## src/rtl/ft240x_tx_arbiter.sv

```systemverilog
`default_nettype none
// ============================================================================
// Module   : ft240x_tx_arbiter
// Purpose  : Shares the FT240X FIFO write port between a buffered
//            exfiltration byte stream and the command FSM response channel.
//            It sequences WR# as SETUP / STROBE / HOLD and yields the shared
//            data bus to the read side while idle.
// Revision : 1.0 - initial release
// ----------------------------------------------------------------------------
// Parameters
//   FIFO_DEPTH     exfiltration FIFO entries (power of two, >= 2)
//   STROBE_CYCLES  clk24MHz cycles WR# is held low (>= 1)
// Ports
//   clk24MHz, reset          system clock, synchronous active-high reset
//   exfil_valid/exfil_data   one-cycle push into the exfiltration FIFO
//   resp_valid/resp_data     response byte offered until resp_ready pulses
//   resp_ready               one-cycle accept pulse for the response byte
//   rd_req / rd_grant        read-side bus request / grant (grant while idle)
//   ft240x_TXE               FT240X TX FIFO full (sampled only when idle)
//   ft240x_d_out/_d_oe       data toward FT240X and its output enable
//   ft240x_nWR               write strobe, active low
//   tx_busy                  a write sequence is in progress
//   ovf_clear                clears ovf_flag and drop_count
//   ovf_flag / drop_count    sticky drop flag / saturating drop counter
// ============================================================================
module ft240x_tx_arbiter #(
  parameter int FIFO_DEPTH    = 4,
  parameter int STROBE_CYCLES = 2
) (
  input  logic       clk24MHz,
  input  logic       reset,
  input  logic       exfil_valid,
  input  logic [7:0] exfil_data,
  input  logic       resp_valid,
  input  logic [7:0] resp_data,
  output logic       resp_ready,
  input  logic       rd_req,
  output logic       rd_grant,
  input  logic       ft240x_TXE,
  output logic [7:0] ft240x_d_out,
  output logic       ft240x_d_oe,
  output logic       ft240x_nWR,
  output logic       tx_busy,
  input  logic       ovf_clear,
  output logic       ovf_flag,
  output logic [7:0] drop_count
);

  localparam int c_addr_w = (FIFO_DEPTH > 1) ? $clog2(FIFO_DEPTH) : 1;
  localparam int c_cnt_w  = $clog2(FIFO_DEPTH + 1);
  localparam int c_strb_w = (STROBE_CYCLES > 1) ? $clog2(STROBE_CYCLES) : 1;

  localparam logic [c_cnt_w-1:0]  c_full        = c_cnt_w'(FIFO_DEPTH);
  localparam logic [c_strb_w-1:0] c_strobe_last = c_strb_w'(STROBE_CYCLES - 1);

  typedef enum logic [1:0] {
    ST_IDLE   = 2'd0,
    ST_SETUP  = 2'd1,
    ST_STROBE = 2'd2,
    ST_HOLD   = 2'd3
  } state_t;

  state_t              r_state;
  logic [c_strb_w-1:0] r_strb_cnt;
  logic [7:0]          r_mem [FIFO_DEPTH];
  logic [c_addr_w-1:0] r_wptr;
  logic [c_addr_w-1:0] r_rptr;
  logic [c_cnt_w-1:0]  r_count;
  logic                r_last_exfil;   // 1: last grant went to the FIFO
  logic [7:0]          r_d_out;
  logic                r_d_oe;
  logic                r_nwr;
  logic                r_resp_ready;
  logic                r_ovf;
  logic [7:0]          r_drop;

  logic w_empty;
  logic w_full;
  logic w_launch;
  logic w_pick_exfil;
  logic w_pop;
  logic w_push;
  logic w_drop;

  assign w_empty  = (r_count == '0);
  assign w_full   = (r_count == c_full);

  // Reads own the bus whenever they ask; TXE is only looked at before a byte
  // is committed, so a sequence that has started always completes.
  assign w_launch = (r_state == ST_IDLE) && !rd_req && !ft240x_TXE &&
                    (!w_empty || resp_valid);

  // Round-robin: with both sources pending, serve the one not granted last.
  assign w_pick_exfil = !w_empty && (!resp_valid || !r_last_exfil);
  assign w_pop        = w_launch && w_pick_exfil;

  // A pop in the same cycle frees a slot, so a push into a full FIFO survives.
  assign w_push = exfil_valid && (!w_full || w_pop);
  assign w_drop = exfil_valid && w_full && !w_pop;

  // --------------------------------------------------------------------------
  // Exfiltration FIFO
  // --------------------------------------------------------------------------
  always_ff @(posedge clk24MHz) begin
    if (w_push) begin
      r_mem[r_wptr] <= exfil_data;
    end
  end

  always_ff @(posedge clk24MHz) begin
    if (reset) begin
      r_wptr  <= '0;
      r_rptr  <= '0;
      r_count <= '0;
    end else begin
      if (w_push) begin
        r_wptr <= r_wptr + c_addr_w'(1);
      end
      if (w_pop) begin
        r_rptr <= r_rptr + c_addr_w'(1);
      end
      case ({w_push, w_pop})
        2'b10:   r_count <= r_count + c_cnt_w'(1);
        2'b01:   r_count <= r_count - c_cnt_w'(1);
        default: r_count <= r_count;
      endcase
    end
  end

  // --------------------------------------------------------------------------
  // Overflow bookkeeping; a drop coinciding with a clear counts as the first
  // drop after the clear.
  // --------------------------------------------------------------------------
  always_ff @(posedge clk24MHz) begin
    if (reset) begin
      r_ovf  <= 1'b0;
      r_drop <= 8'h00;
    end else if (w_drop) begin
      r_ovf <= 1'b1;
      if (ovf_clear) begin
        r_drop <= 8'h01;
      end else if (r_drop != 8'hFF) begin
        r_drop <= r_drop + 8'h01;
      end
    end else if (ovf_clear) begin
      r_ovf  <= 1'b0;
      r_drop <= 8'h00;
    end
  end

  // --------------------------------------------------------------------------
  // Write sequencer with registered pin outputs
  // --------------------------------------------------------------------------
  always_ff @(posedge clk24MHz) begin
    if (reset) begin
      r_state      <= ST_IDLE;
      r_strb_cnt   <= '0;
      r_d_out      <= 8'h00;
      r_d_oe       <= 1'b0;
      r_nwr        <= 1'b1;
      r_resp_ready <= 1'b0;
      r_last_exfil <= 1'b1;
    end else begin
      r_resp_ready <= 1'b0;
      case (r_state)
        ST_IDLE: begin
          if (w_launch) begin
            r_d_out      <= w_pick_exfil ? r_mem[r_rptr] : resp_data;
            r_d_oe       <= 1'b1;
            r_resp_ready <= !w_pick_exfil;
            r_last_exfil <= w_pick_exfil;
            r_state      <= ST_SETUP;
          end
        end
        ST_SETUP: begin
          r_nwr      <= 1'b0;
          r_strb_cnt <= '0;
          r_state    <= ST_STROBE;
        end
        ST_STROBE: begin
          if (r_strb_cnt == c_strobe_last) begin
            r_nwr   <= 1'b1;
            r_state <= ST_HOLD;
          end else begin
            r_strb_cnt <= r_strb_cnt + c_strb_w'(1);
          end
        end
        ST_HOLD: begin
          r_d_oe  <= 1'b0;
          r_state <= ST_IDLE;
        end
        default: begin
          r_nwr   <= 1'b1;
          r_d_oe  <= 1'b0;
          r_state <= ST_IDLE;
        end
      endcase
    end
  end

  assign rd_grant     = rd_req && (r_state == ST_IDLE);
  assign tx_busy      = (r_state != ST_IDLE);
  assign resp_ready   = r_resp_ready;
  assign ft240x_d_out = r_d_out;
  assign ft240x_d_oe  = r_d_oe;
  assign ft240x_nWR   = r_nwr;
  assign ovf_flag     = r_ovf;
  assign drop_count   = r_drop;

endmodule
`default_nettype wire
```

## config.mk

```make
export PLATFORM = sky130hd
export DESIGN_NAME = ft240x_tx_arbiter
export DESIGN_NICKNAME = d
export VERILOG_FILES = /design/src/rtl/ft240x_tx_arbiter.sv
export SDC_FILE = /design/constraint.sdc
export NUM_CORES = 1
export LEC_CHECK = 0
export ABC_AREA = 0
export CORE_UTILIZATION = 45
export DETAILED_ROUTE_END_ITERATION = 12
export PLACE_DENSITY_LB_ADDON = 0.05
export RECOVER_POWER = 50
export SETUP_SLACK_MARGIN = 0.2
export SYNTH_ARGS = -nofsm -noshare
export SYNTH_HDL_FRONTEND = slang
export SYNTH_SLANG_ARGS = --single-unit
```

## constraint.sdc

```tcl
create_clock -name clk24MHz -period 7.2 [get_ports clk24MHz]
set_input_delay 1.44 -clock clk24MHz [delete_from_list [all_inputs] [get_ports clk24MHz]]
set_output_delay 1.44 -clock clk24MHz [all_outputs]
set_load 0.01 [all_outputs]
```

==> results.sh <==
export IMPL_port_buffers=44
export IMPL_clock_latency_ps=330
export IMPL_antenna_left=0
export IMPL_root_buffer="clkbuf_8"
export IMPL_cts_buffers=9
export IMPL_first_iter_violations=63
export IMPL_cap_violations=0
export IMPL_cts_hold_buffers_added=0
export IMPL_vdd_drop_max_uv=136
export IMPL_drive_above_1_share=0.0989
export IMPL_grt_overflow_total=0
export IMPL_clock_sinks=65
export IMPL_final_cell_mix="33 x dfxtp_1, 32 x edfxtp_1, 27 x dlygate4sd3_1"
export IMPL_antenna_cells=0
export IMPL_clk_pin_slew_ps=70
export IMPL_worstHoldPathType="reg2reg"
export IMPL_synthFlopType="dfxtp_1"
export IMPL_p_leak_uw=0.00126
export IMPL_drc=0
export IMPL_setup_viol=0
export IMPL_cts_tree="built"
export IMPL_die_w_um=81.0
export IMPL_route_vias_total=1925
export IMPL_ys_seq_area_frac=0.578
export IMPL_grt_usage=0.180
export IMPL_crit_type="in2out"
export IMPL_worst_path_max_fanout=3
export IMPL_slew_limit_headroom=0.0874
export IMPL_drt_wl_total_mm=5.15
export IMPL_synthAdderAreaFrac=0.0562
export IMPL_synthMuxAreaShare=0.0897
export IMPL_arrival_ps=2640
export IMPL_gp_congestion=0.753
export IMPL_h_tree_depth=3
export IMPL_start_util=0.471
export IMPL_grt_pass1_vias=1768
export IMPL_regArea_um2=1620
export IMPL_syn_inst=230
export IMPL_finalClockSkew_ps=7.31
export IMPL_grt_pass1_wl_mm=8.56
export IMPL_synth_edf_count=32
export IMPL_period_share=0.567
export IMPL_synth_compound_area_frac=0.101
export IMPL_drv_slew=0
export IMPL_grt_max_degree=33
export IMPL_ios=45
export IMPL_antenna_found_initial=0
export IMPL_status="complete, no violations"
export IMPL_synth_xor_xnor_area_share=0.0125
export IMPL_p_per_area_nw_per_um2=277
export IMPL_syn_num_nets=265
export IMPL_synth_cell_types=42
export IMPL_coreArea_um2=5960
export IMPL_grt_setup_unrepaired="false"
export IMPL_dieArea_um2=6550
export IMPL_post_route_util=0.593
export IMPL_die_height_um=81.0
export IMPL_wl_per_cell_um=14.4
export IMPL_synth_top_family_by_area="simple AND/OR/NAND/NOR gates"
export IMPL_tightest_slew_ps=1370
export IMPL_ctsResizeCount=0
export IMPL_async_reset_ff_frac=0
export IMPL_start_kind="input pin"
export IMPL_area_growth_pct=25.9
export IMPL_required_ps=5760
export IMPL_dr_pass1_iters=4
export IMPL_ys_warn_count=0
export IMPL_synth_area_per_cell_um2=12.2
export IMPL_setup_tns_final_ps=0
export IMPL_synth_simple_area_share=0.140
export IMPL_nFillCells=507
export IMPL_mostFrequentLayoutCell="dfxtp_1"
export IMPL_hpwl_mm=3.53
export IMPL_power_uw=979
export IMPL_timing_fmax_mhz=245
export IMPL_ys_ff_latch=65
export IMPL_max_clock_path_buffers=2
export IMPL_final_hold_viol_count=0
export IMPL_postCtsSetupRepairBufs=0
export IMPL_post_route_min_period_ps=4080
export IMPL_routed_via_density=5.38
export IMPL_syn_area_um2=2810
export IMPL_end_kind="output pin"
export IMPL_multiInputGateArea_um2=1120
export IMPL_rows=28
export IMPL_layout_nets=313
metrics by stage:
step                      instances  worst slack, ps  hold WS, ps  cell area (µm²)
after floorplan                 230             3730          435             2810
after global placement          342             3040          457             3320
after detailed placement        342             2970          463             3320
after CTS                       358             3110          488             3530
after global routing            358             3050          504             3530
final                           358             3120          484             3530
flip-flops by register name, indices dropped and copies added, names as in the netlist, named ones only:
| signal | count |
|---|---|
| ft240x_nWR | 1 |
| ovf_flag | 1 |
| r_wptr | 2 |
| r_mem | 32 |
| ft240x_d_out | 8 |
| r_strb_cnt | 1 |
| r_state | 2 |
| r_rptr | 2 |
| r_last_exfil | 1 |
| r_count | 3 |
| drop_count | 8 |
| ft240x_d_oe | 1 |
| resp_ready | 1 |
cell usage after synthesis (2+ instances only):
library cell,instances,area [µm²]
and2_1,5,31.3
nor3_1,4,20.0
xor2_1,2,17.5
xnor2_1,2,17.5
dfxtp_1,33,661
o31ai_1,2,15.0
inv_1,9,33.8
edfxtp_1,32,961
nor2_1,23,86.3
nand2_1,11,41.3
o21ai_0,2,10.0
a211oi_1,10,75.1
or3_1,4,25.0
ha_1,11,138
and4_1,3,26.3
mux4_2,8,180
a21oi_1,16,80.1
clkbuf_1,6,22.5
nand2b_1,3,18.8
a2111o_1,2,22.5
mux2i_1,6,60.1
nor4_1,2,12.5
nand3_1,12,60.1
nand4_1,3,18.8
nor2b_1,2,12.5
layer usage:
| metal | GRT usage | share of wire | vias to the layer above | wire length (µm) |
|---|---|---|---|---|
| li1 | - | - | 959 | - |
| met1 | 0.226 | 0.46 | 908 | 2380 |
| met2 | 0.275 | 0.47 | 52 | 2410 |
| met3 | 0.0607 | 0.055 | 6 | 285 |
| met4 | 0.0911 | 0.015 | 0 | 75 |
| met5 | 0 | 0 | - | 0 |
layout make-up:
type,count,share of cell area
tap,75,0.0266
multi-input combinational,148,0.317
timing repair buffer,45,0.126
inverter,9,0.00957
sequential,65,0.459
clock inverter,7,0.0269
clock buffer,9,0.0351
report_power, final:
part / switching [µW] / internal (µW) / total [µW]
clock network: 142 / 194 / 336
logic: 102 / 96.5 / 199
registers: 22.6 / 421 / 444
total: 267 / 711 / 979
critical path: stages:
cell and delay, ps:
clkdlybuf4s50_1 540, and2_1 140, clkdlybuf4s50_1 520
final timing paths:
| check | slack [ps] | cells past startpoint | end | start |
|---|---|---|---|---|
| worst max-delay path | 3120 | 3 | rd_grant | rd_req |
| worst min-delay path | 480 | 1 | r_last_exfil$_SDFFE_PP1P_ | r_last_exfil$_SDFFE_PP1P_ |
| worst max register to register | 4150 | 11 | r_count[2]$_SDFFE_PP0P_ | r_state[0]$_SDFFE_PP0P_ |
| worst min register to register | 480 | 1 | r_last_exfil$_SDFFE_PP1P_ | r_last_exfil$_SDFFE_PP1P_ |
logic make-up (layout without fill, tap and decap cells):
logic type,count (synthesis),after routing
AOI/OAI and AO/OA,41,41
xor gates and xnor gates,4,4
adders and majority gates,12,12
buffers and inverters,17,70
DFF,65,65
muxes,15,15
and+or+nand+nor,76,76
(Power assumes the default switching activity.)
